File: src/rtl/if_fetch.sv
// Instruction-fetch sequencer: one outstanding request on the SRAM-like bus,
// buffers the returned word for decode, and drops responses orphaned by a flush.
module if_fetch #(
    parameter int WIDTH = 32
) (
    input  logic             clk,
    input  logic             rst,
    input  logic [WIDTH-1:0] pc,
    input  logic             flush,
    input  logic             id_stall,
    output logic             inst_req,
    output logic [WIDTH-1:0] inst_addr,
    input  logic             inst_addr_ok,
    input  logic             inst_data_ok,
    input  logic [WIDTH-1:0] inst_rdata,
    output logic             pc_en,
    output logic             if_valid,
    output logic [WIDTH-1:0] if_pc,
    output logic [WIDTH-1:0] if_inst,
    output logic             if_adel
);

    typedef enum logic [1:0] {REQ, WAIT, OUT, DISCARD} state_t;

    state_t           state_q, state_d;
    logic [WIDTH-1:0] req_pc_q, req_pc_d;
    logic             if_valid_q, if_valid_d;
    logic [WIDTH-1:0] if_pc_q, if_pc_d;
    logic [WIDTH-1:0] if_inst_q, if_inst_d;
    logic             if_adel_q, if_adel_d;
    logic             misaligned;

    assign misaligned = (pc[1:0] != 2'b00);

    // Request is suppressed under reset so the PC register never advances then.
    assign inst_req  = (state_q == REQ) && !flush && !misaligned && !rst;
    assign inst_addr = pc;
    assign pc_en     = inst_req & inst_addr_ok;

    assign if_valid = if_valid_q;
    assign if_pc    = if_pc_q;
    assign if_inst  = if_inst_q;
    assign if_adel  = if_adel_q;

    always_comb begin
        state_d    = state_q;
        req_pc_d   = req_pc_q;
        if_valid_d = if_valid_q;
        if_pc_d    = if_pc_q;
        if_inst_d  = if_inst_q;
        if_adel_d  = if_adel_q;
        unique case (state_q)
            REQ: begin
                if (flush) begin
                    if_valid_d = 1'b0;
                end else if (misaligned) begin
                    if_pc_d    = pc;
                    if_inst_d  = '0;
                    if_adel_d  = 1'b1;
                    if_valid_d = 1'b1;
                    state_d    = OUT;
                end else if (inst_addr_ok) begin
                    req_pc_d = pc;
                    state_d  = WAIT;
                end
            end
            WAIT: begin
                if (flush) begin
                    if_valid_d = 1'b0;
                    state_d    = inst_data_ok ? REQ : DISCARD;
                end else if (inst_data_ok) begin
                    if_inst_d  = inst_rdata;
                    if_pc_d    = req_pc_q;
                    if_adel_d  = 1'b0;
                    if_valid_d = 1'b1;
                    state_d    = OUT;
                end
            end
            OUT: begin
                if (flush || !id_stall) begin
                    if_valid_d = 1'b0;
                    state_d    = REQ;
                end
            end
            DISCARD: begin
                // A second flush changes nothing here; the orphaned response still drains.
                if_valid_d = 1'b0;
                if (inst_data_ok) state_d = REQ;
            end
            default: state_d = REQ;
        endcase
    end

    always_ff @(posedge clk) begin
        if (rst) begin
            state_q    <= REQ;
            req_pc_q   <= '0;
            if_valid_q <= 1'b0;
            if_pc_q    <= '0;
            if_inst_q  <= '0;
            if_adel_q  <= 1'b0;
        end else begin
            state_q    <= state_d;
            req_pc_q   <= req_pc_d;
            if_valid_q <= if_valid_d;
            if_pc_q    <= if_pc_d;
            if_inst_q  <= if_inst_d;
            if_adel_q  <= if_adel_d;
        end
    end

endmodule

File: config.mk
export PLATFORM = sky130hd
export DESIGN_NAME = if_fetch
export DESIGN_NICKNAME = d
export VERILOG_FILES = /design/src/rtl/if_fetch.sv
export SDC_FILE = /design/constraint.sdc
export NUM_CORES = 1
export LEC_CHECK = 0
export BUFFER_PORTS_ARGS = -buffer_cell sky130_fd_sc_hd__buf_2
export CORE_MARGIN = 1
export CORE_UTILIZATION = 54
export CTS_BUF_LIST = sky130_fd_sc_hd__clkbuf_8
export CTS_CLUSTER_SIZE = 25
export DETAILED_ROUTE_END_ITERATION = 10
export GPL_ROUTABILITY_DRIVEN = 0
export PLACE_DENSITY = 0.93
export SETUP_SLACK_MARGIN = 0.05
export SYNTH_ARGS = -nofsm -noshare
export SYNTH_HDL_FRONTEND = slang
export SYNTH_SLANG_ARGS = --single-unit
File: constraint.sdc
create_clock -name clk -period 2.4 [get_ports clk]
set_input_delay 0.12 -clock clk [delete_from_list [all_inputs] [get_ports clk]]
set_output_delay 0.12 -clock clk [all_outputs]
set_load 0.01 [all_outputs]
==> results.md, run 1 <==
* Status: finished, final reports clean
* First-pass DRT Iterations at 4
* Proportion of layout cells with a drive suffix above 1 at between 30% and 40%
* Die area at approximately 8100 um^2
* Rows at 31
* Register area share after synthesis at 47.9%
* Vias at approximately 3800
* Synth Instances at just under 500
* Synth Area in Adders at 0%
* Post-synthesis simple-gate area fraction at a little under a fifth
* Synth Cell Area at 4180 um^2
* Fin nets at between 600 and 700
* Setup TNS at 0 ns
* Rel. slew slack at a little under half
* VDD IR-drop max at roughly 0.00037 V
* DRT Wirelength at 9.92 mm
* Min-delay src: inst_rdata[13]
* Antenna violation net count after detailed routing at 0
* Worst R2R Start: state_q[0]$_SDFFE_PP0P_
* Die height at ~90 um
* Fin crit period at between 1.5 and 2 ns
* Worst Path Arrival at 2.23 ns
* Clk buf depth at 2
* DR WL/cell at between 10 and 15 um
* Worst Path Max Fanout at 35
* Mapped Avg Cell Area at 8.53 um^2
* Synth Net Count at 560
* DRT iter0 DRCs at between 200 and 250
* Post-synth cell types at 30
* Fraction of the mapped netlist area in compound gates at approximately 15%
* DRC viols at 0
* CTS clk-pin slew, worst paths at 0.09 ns
* Hold Buf Count CTS at 0
* Fin. max-slew vios at 0
* Layout area overhead at 19.6%
* Num ports at 170
* Synth area leaders: dfxtp_1 (48%), nand2_1 (8.4%), mux2i_1 (8.1%)
* Post-synthesis mux area share at 8.15%
* Power Dens Cells at approximately 710 nW/um^2
* Clk root buf: clkbuf_8
* Sink Count at 100
* Overflow after GRT at 0
* H-tree levels at 3
* Critical R2R Capture: if_inst[28]$_SDFFE_PP0P_
* CTS tree: yes
* Vias in the first global route at between 3000 and 4000
* Die span in x at 90.0 um
* Hold path cells at 3
* Largest family of logic cells by synthesized area: simple AND/OR/NAND/NOR gates
* Worst Hold Path EP: if_inst[13]$_SDFFE_PP0P_
* Most common cell after layout, fill and taps aside: buf_2
* Drt via density at ~5.4
* Total GRT Usage at around 24%
* R2R cell count at 4
* Synth top area share at 47.9%
* Startpoint types: flop
* F_max at 511 MHz
* MaxCap Viol Count at 0
* Final Cycle Share at around four fifths
* Hold Crit Class: in2reg
* Overall power at 3540 uW
* Worst hold margin at 0.0147 ns
* Worst-Margin Slew at 0.824 ns
* Xor/xnor share of the synthesized area at 0%
* Setup violation total in the final timing report at 0
* Hold Violations, Final at 0
* Buffers on Ports at around 170
* Antenna cells at 0
* Synthesized flop and latch total at 100
* RSZ-0062 raised after global routing: no
* Clk Latency, worst-skew pair at 0.35 ns
* First-pass GRT wire length at between 15 and 20 mm
* Crit. End Element: flop
* Initial antenna violation count at 0
* Yosys warnings at 0
* Critical path type: reg2reg
* Initial core utilization at around 57%
* Commonest non-fill, non-tap cells in the layout: buf_2 (169), dfxtp_1 (100), nand2_1 (94), a21oi_1 (63), nor2_1 (37)
* Area leader, netlist: dfxtp_1
* Worst path required time at 2.68 ns
* HPWL after DPL at 6.89 mm
* Register-to-register path setup slack at about 0.44 ns
* Largest net degree at the start of global routing at 56
* Inserted Clock Buffers at 9
* Pleak at roughly 0.0021 uW
* Clock skew at around 0.010 ns
* Core area at about 7400 um^2
## repair_timing
action	in CTS	in global routing
endpoints found under the setup margin	0	1
resized for setup	0	1
setup buffers	0	0
## how the worst max path moves through the flow
stage / from / endpoint / slack (ns) / cells after the start
after floorplan: state_q[0]$_SDFFE_PP0P_ / if_inst[10]$_SDFFE_PP0P_ / 0.89 / 7
final: state_q[0]$_SDFFE_PP0P_ / if_inst[28]$_SDFFE_PP0P_ / 0.44 / 4
after detailed placement: state_q[0]$_SDFFE_PP0P_ / if_inst[16]$_SDFFE_PP0P_ / 0.22 / 4
after CTS: state_q[0]$_SDFFE_PP0P_ / if_inst[16]$_SDFFE_PP0P_ / 0.20 / 4
after global routing: state_q[0]$_SDFFE_PP0P_ / if_inst[14]$_SDFFE_PP0P_ / 0.32 / 4
after global placement: state_q[0]$_SDFFE_PP0P_ / if_inst[23]$_SDFFE_PP0P_ / 0.34 / 4
## sequential cells by signal (all words and copies together), names as in the netlist
signal / count
if_inst: 32
if_pc: 32
req_pc_q: 32
state_q: 2
if_adel: 1
if_valid: 1
## synthesized netlist by cell type (all sizes together)
master	n
dfxtp	100
nand2	94
a21oi	63
buf	51
nor2	37
nand3	35
mux2i	34
a211oi	32
clkbuf	23
nand2b	2
nor3b	2
nor4	2
a2111oi	1
a21o	1
a22oi	1
a311oi	1
and2b	1
and3	1
inv	1
nand3b	1
nor2b	1
nor3	1
o21ai	1
o311ai	1
or3	1
or3b	1
or4	1
## critical path, stage by stage, from the launching register on
cell	delay (ns)
dfxtp_1	0.53
and2b_4	0.68
buf_4	0.37
nand3_1	0.11
a21oi_1	0.19
## routing by layer
| metal | global-route usage, % | share of wire [%] | vias to the layer above |
|---|---|---|---|
| met5 | 0 | 0 | - |
| met1 | 29.3 | 42 | 1770 |
| li1 | - | - | 1871 |
| met2 | 42.1 | 51 | 158 |
| met3 | 3.89 | 5.9 | 16 |
| met4 | 12.2 | 1.7 | 0 |
## power breakdown
group	switching, uW	internal [uW]	total [uW]
sequential	53.2	1760	1810
combinational	414	269	683
clock	543	500	1040
total	1010	2530	3540
## kinds of logic after synthesis
| family | Yosys count |
|---|---|
| AOI/OAI and AO/OA | 101 |
| and+or+nand+nor | 180 |
| buffers and inverters | 75 |
| DFF | 100 |
| muxes | 34 |
## stage by stage
step           util [%]  cell area [um^2]  setup WS [ns]  cells
4_1_cts            67.8              4990          0.198    709
6_report           67.8              4990          0.442    709
3_3_place_gp       65.2              4800          0.337    694
5_1_grt            67.8              4990          0.319    709
2_1_floorplan         -              4180          0.885    490
3_5_place_dp       65.2              4800          0.224    694
## layout make-up
class | instances | area (um^2)
fill | 608 | 2370
sequential | 100 | 2000
multi-input combinational | 315 | 1740
timing repair buffer | 179 | 933
clock buffer | 10 | 138
tap | 99 | 124
clock inverter | 5 | 53.8
inverter | 1 | 3.75
No activity file was read; power rests on OpenSTA's default activity.
==> inputs of run 2 (changes only) <==
Settings changed: CORE_UTILIZATION 54 to 50, PLACE_DENSITY 0.93 to 0.87.
Clock period 2.4 ns to 1.88 ns, I/O delays scaled along.
==> run 2 against run 1 <==
Against the previous run: worst hold slack about the same; utilization increased by 4.1 points; critical path depth decreased by 1; die area increased by 7.8%; power increased by 32%; sequential power increased by 29%; sequential share of layout area decreased by 4.7 points; non-clock buffer count increased by 63; first-iteration DRC count increased by 11%; global-route usage increased by 3.1 points; critical path type is now reg2out.
==> results.md, run 2 (synthesized netlist as in run 1, its figures left out) <==
* Layout area overhead at 35.7%
* Met3 WL post-DR at roughly 600 um
* RSZ-0062 raised after global routing: no
* Die height at between 90 and 100 um
* Pleak at 0.00236 uW
* Startpoint types: flop
* CP Cell Sequence: or3_1, nor4_1, buf_2
* Core area at between 7000 and 8000 um^2
* Slowest stage delay, CP at between 0.4 and 0.5 ns
* Critical path type: reg2out
* Vias at 4162
* Setup violation total in the final timing report at 0
* Inserted Clock Buffers at 9
* Hold Violations, Final at 0
* Highest Signal Layer: met4
* MaxCap Viol Count at 0
* Bufs and invs on worst path at 1
* F_max at 585 MHz
* Cells after DPL at around 700
* Drt via density at 5.36
* Num ports at 170
* Status: finished, final reports clean
* WL met2 at about 6.1 mm
* Clock skew at ~0.013 ns
* Antenna cells at 0
* First-pass GRT wire length at between 15 and 20 mm
* H-tree levels at 3
* DRC viols at 0
* CTS clk-pin slew, worst paths at 0.09 ns
* Largest net degree at the start of global routing at 66
* HPWL after DPL at approximately 7.0 mm
* Crit-path slowest cell: or3_1
* Total GRT Usage at between 20% and 30%
* Rows at 32
* DR WL/cell at between 15 and 20 um
* Clk buf depth at 2
* Post-CTS Setup Bufs at 0
* Most common cell after layout, fill and taps aside: buf_2
* Initial core utilization at between 50% and 60%
* Power Dens Cells at roughly 820 nW/um^2
* Proportion of layout cells with a drive suffix above 1 at between 20% and 30%
* Sink Count at 100
* Clk root buf: clkbuf_8
* Commonest non-fill, non-tap cells in the layout: buf_2 (169), dfxtp_1 (98), nand2_1 (94), a21oi_1 (63), dlygate4sd3_1 (62)
* Fin nets at around 740
* Number of fill cells in the layout at around 560
* DRT iter0 DRCs at between 200 and 250
* Top cell family by delay on the critical path: simple AND/OR/NAND/NOR gates
* Crit. End Element: output port
* Fin crit period at between 1.5 and 2 ns
* Rel. slew slack at ~69%
* VDD IR-drop max at between 0.0004 and 0.0005 V
* Worst Path Arrival at roughly 1.6 ns
* Clk Latency, worst-skew pair at approximately 0.36 ns
* Setup TNS at 0 ns
* Buffers on Ports at between 150 and 200
* Initial antenna violation count at 0
* DRT met1 WL at approximately 4.6 mm
* Worst path required time at approximately 1.8 ns
* Overflow after GRT at 0
* CTS tree: yes
* Hold Crit Class: in2reg
* Utilization after layout at 71.9%
* Die span in x at 93.4 um
* First-pass DRT Iterations at 7
* DRT Wirelength at approximately 12 mm
* Worst-Margin Slew at 0.463 ns
* Die area at between 8000 and 9000 um^2
* Fin. max-slew vios at 0
* Final Cycle Share at 91.0%
* Cell Count, Final, Fillers Out at around 780
* Vias in the first global route at between 4000 and 5000
* Worst Path Max Fanout at 10
* Antenna violation net count after detailed routing at 0
## run 2: final timing paths
check	end	slack, ns	cells past startpoint	startpoint
worst min register to register	if_inst[23]$_SDFFE_PP0P_	0.45	2	if_inst[23]$_SDFFE_PP0P_
worst max-delay path	inst_req	0.17	3	state_q[0]$_SDFFE_PP0P_
worst min-delay path	if_adel$_SDFFE_PP0P_	0.01	2	inst_data_ok
worst max register to register	req_pc_q[18]$_SDFFE_PP0P_	0.30	5	state_q[0]$_SDFFE_PP0P_
## run 2: layout make-up
class / count / area [um^2] / area share, %
Clock inverter: 7 / 68.8 / 1.21
Clock buffer: 9 / 124 / 2.18
Sequential cell: 100 / 2000 / 35.3
Multi-Input combinational cell: 315 / 1740 / 30.7
Inverter: 1 / 3.75 / 0.0662
Timing Repair Buffer: 242 / 1600 / 28.3
Tap cell: 102 / 128 / 2.25
## run 2: metal layers
layer,vias to the layer above,track usage (%)
met5,-,0
met4,0,16.3
met3,47,4.80
met2,178,48.6
met1,1940,30.7
li1,1997,-
## run 2: power breakdown
part	total [uW]	leakage (uW)	switching, uW	internal [uW]
logic	990	0.00144	552	438
clock network	1340	0.000100	729	611
registers	2330	0.000815	84.2	2250
## run 2: stage by stage
step	worst slack [ns]	hold WS, ns	total power, uW	instance area [um^2]
floorplan	0.365	0.203	2950	4180
global placement	0.252	0.352	3210	4850
detailed placement	0.153	0.358	3250	4850
CTS	0.0629	0.000975	4680	5660
global route	0.0814	0.0285	4910	5670
finish	0.169	0.0147	4660	5670
## run 2: what timing repair did
| action | 4_1_cts | 5_1_grt |
|---|---|---|
| gates resized for setup | 0 | 3 |
| setup endpoints to repair | 0 | 24 |
| hold endpoints to repair | 62 | 0 |
| hold buffers | 62 | 0 |
==> inputs of run 3 (changes only) <==
Settings changed: BUFFER_PORTS_ARGS -buffer_cell sky130_fd_sc_hd__buf_2 to -buffer_cell sky130_fd_sc_hd__buf_4.
==> run 3 against run 2 <==
Against the previous run: clock skew fell by 0.0013 ns; highest routed layer unchanged; count of clock-buffer cells in the layout rose by 1; sequential cell count did not move.
==> results.md, run 3 (synthesized netlist as in run 1, its figures left out) <==
* Worst Path Arrival at approximately 1.9 ns
* Clk Latency, worst-skew pair at between 0.3 and 0.4 ns
* DRT iter0 DRCs at between 150 and 200
* VDD IR-drop max at between 0.0005 and 0.0006 V
* Layout area overhead at 38.3%
* Startpoint types: flop
* Inserted Clock Buffers at 9
* DR WL/cell at approximately 15 um
* Utilization after layout at 73.3%
* MaxCap Viol Count at 0
* Drt via density at approximately 5.3
* Top cell family by delay on the critical path: flip-flops
* Critical path type: reg2reg
* Fin nets at a little over 700
* WP depth at 5
* Vias in the first global route at 3714
* RSZ-0062 raised after global routing: no
* HPWL after DPL at between 7 and 8 mm
* Clock skew at 0.0115 ns
* Met1 Usage GRT at a little under 30%
* Min-delay src: inst_rdata[23]
* Proportion of layout cells with a drive suffix above 1 at 31.7%
* Slowest stage delay, CP at around 0.54 ns
* Buffers on Ports at approximately 170
* Setup violation total in the final timing report at 0
* Worst Path Max Fanout at 55
* Die area at ~8700 um^2
* H-tree levels at 3
* Rows at 32
* Num ports at 170
* Clk buf depth at 2
* Hold Violations, Final at 0
* CTS clk-pin slew, worst paths at about 0.090 ns
* Initial antenna violation count at 0
* Setup TNS at 0 ns
* Bufs and invs on worst path at 1
* Pleak at 0.00231 uW
* R2R cell count at 5
* GR peak layer: met2
* Commonest non-fill, non-tap cells in the layout: buf_4 (177), dfxtp_1 (99), nand2_1 (94), a21oi_1 (63), nor2_1 (37)
* Crit. End Element: flop
* Register area at ~2000 um^2
* Rel. slew slack at 58.4%
* Fin crit period at 1.69 ns
* CTS tree: yes
* DRC viols at 0
* Number of fill cells in the layout at just under 600
* Antenna cells at 0
* Critical R2R Capture: if_pc[20]$_SDFFE_PP0P_
* Antenna violation net count after detailed routing at 0
* GRT met2 Usage at about 42%
* Total GRT Usage at about a quarter
* Core area at 7890 um^2
* Fin. max-slew vios at 0
* Status: finished, final reports clean
* Vias at around 4000
* DRT Wirelength at 10.9 mm
* First-pass DRT Iterations at 4
* Crit-path slowest cell: dfxtp_1
* Register-to-register path setup slack at about 0.19 ns
* Largest net degree at the start of global routing at 60
* Worst path required time at 2.13 ns
* First-pass GRT wire length at ~17 mm
* Die height at 93.4 um
* Met3 Use GR at 4.96%
* Overflow after GRT at 0
* Most common cell after layout, fill and taps aside: buf_4
* CP Cell Sequence: nor3_4, nor4_4, buf_12, nor2_1, a211oi_1
* Final Cycle Share at between 90% and 100%
* F_max at slightly below 600 MHz
* Initial core utilization at a little over half
* Sink Count at 100
* Clk root buf: clkbuf_8
* Worst-Margin Slew at between 0.6 and 0.7 ns
* Hold path cells at 3
* Worst Hold Path EP: if_inst[23]$_SDFFE_PP0P_
* Multi-input logic area at 1750 um^2
* Die span in x at ~93 um
* Hold Crit Class: in2reg
* Power Dens Cells at ~820 nW/um^2
* Worst R2R Start: state_q[0]$_SDFFE_PP0P_
run 3: worst max path at each step:
stage	from	endpoint	slack (ns)
after floorplan	state_q[0]$_SDFFE_PP0P_	if_inst[10]$_SDFFE_PP0P_	0.37
after CTS	state_q[0]$_SDFFE_PP0P_	inst_req	0.1
after detailed placement	state_q[0]$_SDFFE_PP0P_	if_pc[25]$_SDFFE_PP0P_	0.21
after global routing	state_q[0]$_SDFFE_PP0P_	if_pc[24]$_SDFFE_PP0P_	0.05
after global placement	state_q[0]$_SDFFE_PP0P_	if_adel$_SDFFE_PP0P_	0.27
final	state_q[0]$_SDFFE_PP0P_	if_pc[20]$_SDFFE_PP0P_	0.19
run 3: through the flow:
step / area (um^2) / total power (uW) / std cells / hold slack (ns) / worst slack [ns]
2_1_floorplan: 4180 / 2950 / 490 / 0.203 / 0.365
3_5_place_dp: 5280 / 3380 / 699 / 0.337 / 0.209
4_1_cts: 5750 / 4740 / 742 / 0.000281 / 0.0959
5_1_grt: 5780 / 4950 / 743 / 0.000272 / 0.0454
6_report: 5780 / 4720 / 743 / 0.0133 / 0.187
3_3_place_gp: 5280 / 3350 / 699 / 0.333 / 0.272
run 3: where the power goes:
group	switching (uW)	total, uW	internal [uW]
Clock	694	1330	638
Sequential	90.0	2340	2250
Combinational	535	1050	515
run 3: what timing repair did:
item | in CTS | in global routing
hold buffers | 28 | 1
gates resized for setup | 0 | 4
setup endpoints to repair | 0 | 13
setup buffers | 0 | 0
endpoints found under the hold margin | 28 | 1
run 3: per-layer routing:
layer  vias up  wire length, um
met1      1840             4360
li1       1928                -
met2       148             5540
met3        37              577
met5         -                0
met4         0              372
run 3: layout make-up:
class | instances | share of cell area [%]
clock buffers | 10 | 2.38
repair buffers | 210 | 29.4
well taps | 102 | 2.21
multi-input cells | 315 | 30.3
clock inverters | 5 | 0.931
inverters | 1 | 0.0650
flip-flops and latches | 100 | 34.7
run 3: worst reg2reg max path: cells and delay by family (launching register included):
family / cells / cell delay (ns)
flip-flops: 1 / 0.54
AND/OR/NAND/NOR: 3 / 0.54
buffers and inverters: 1 / 0.29
AO/OA/AOI/OAI: 1 / 0.23
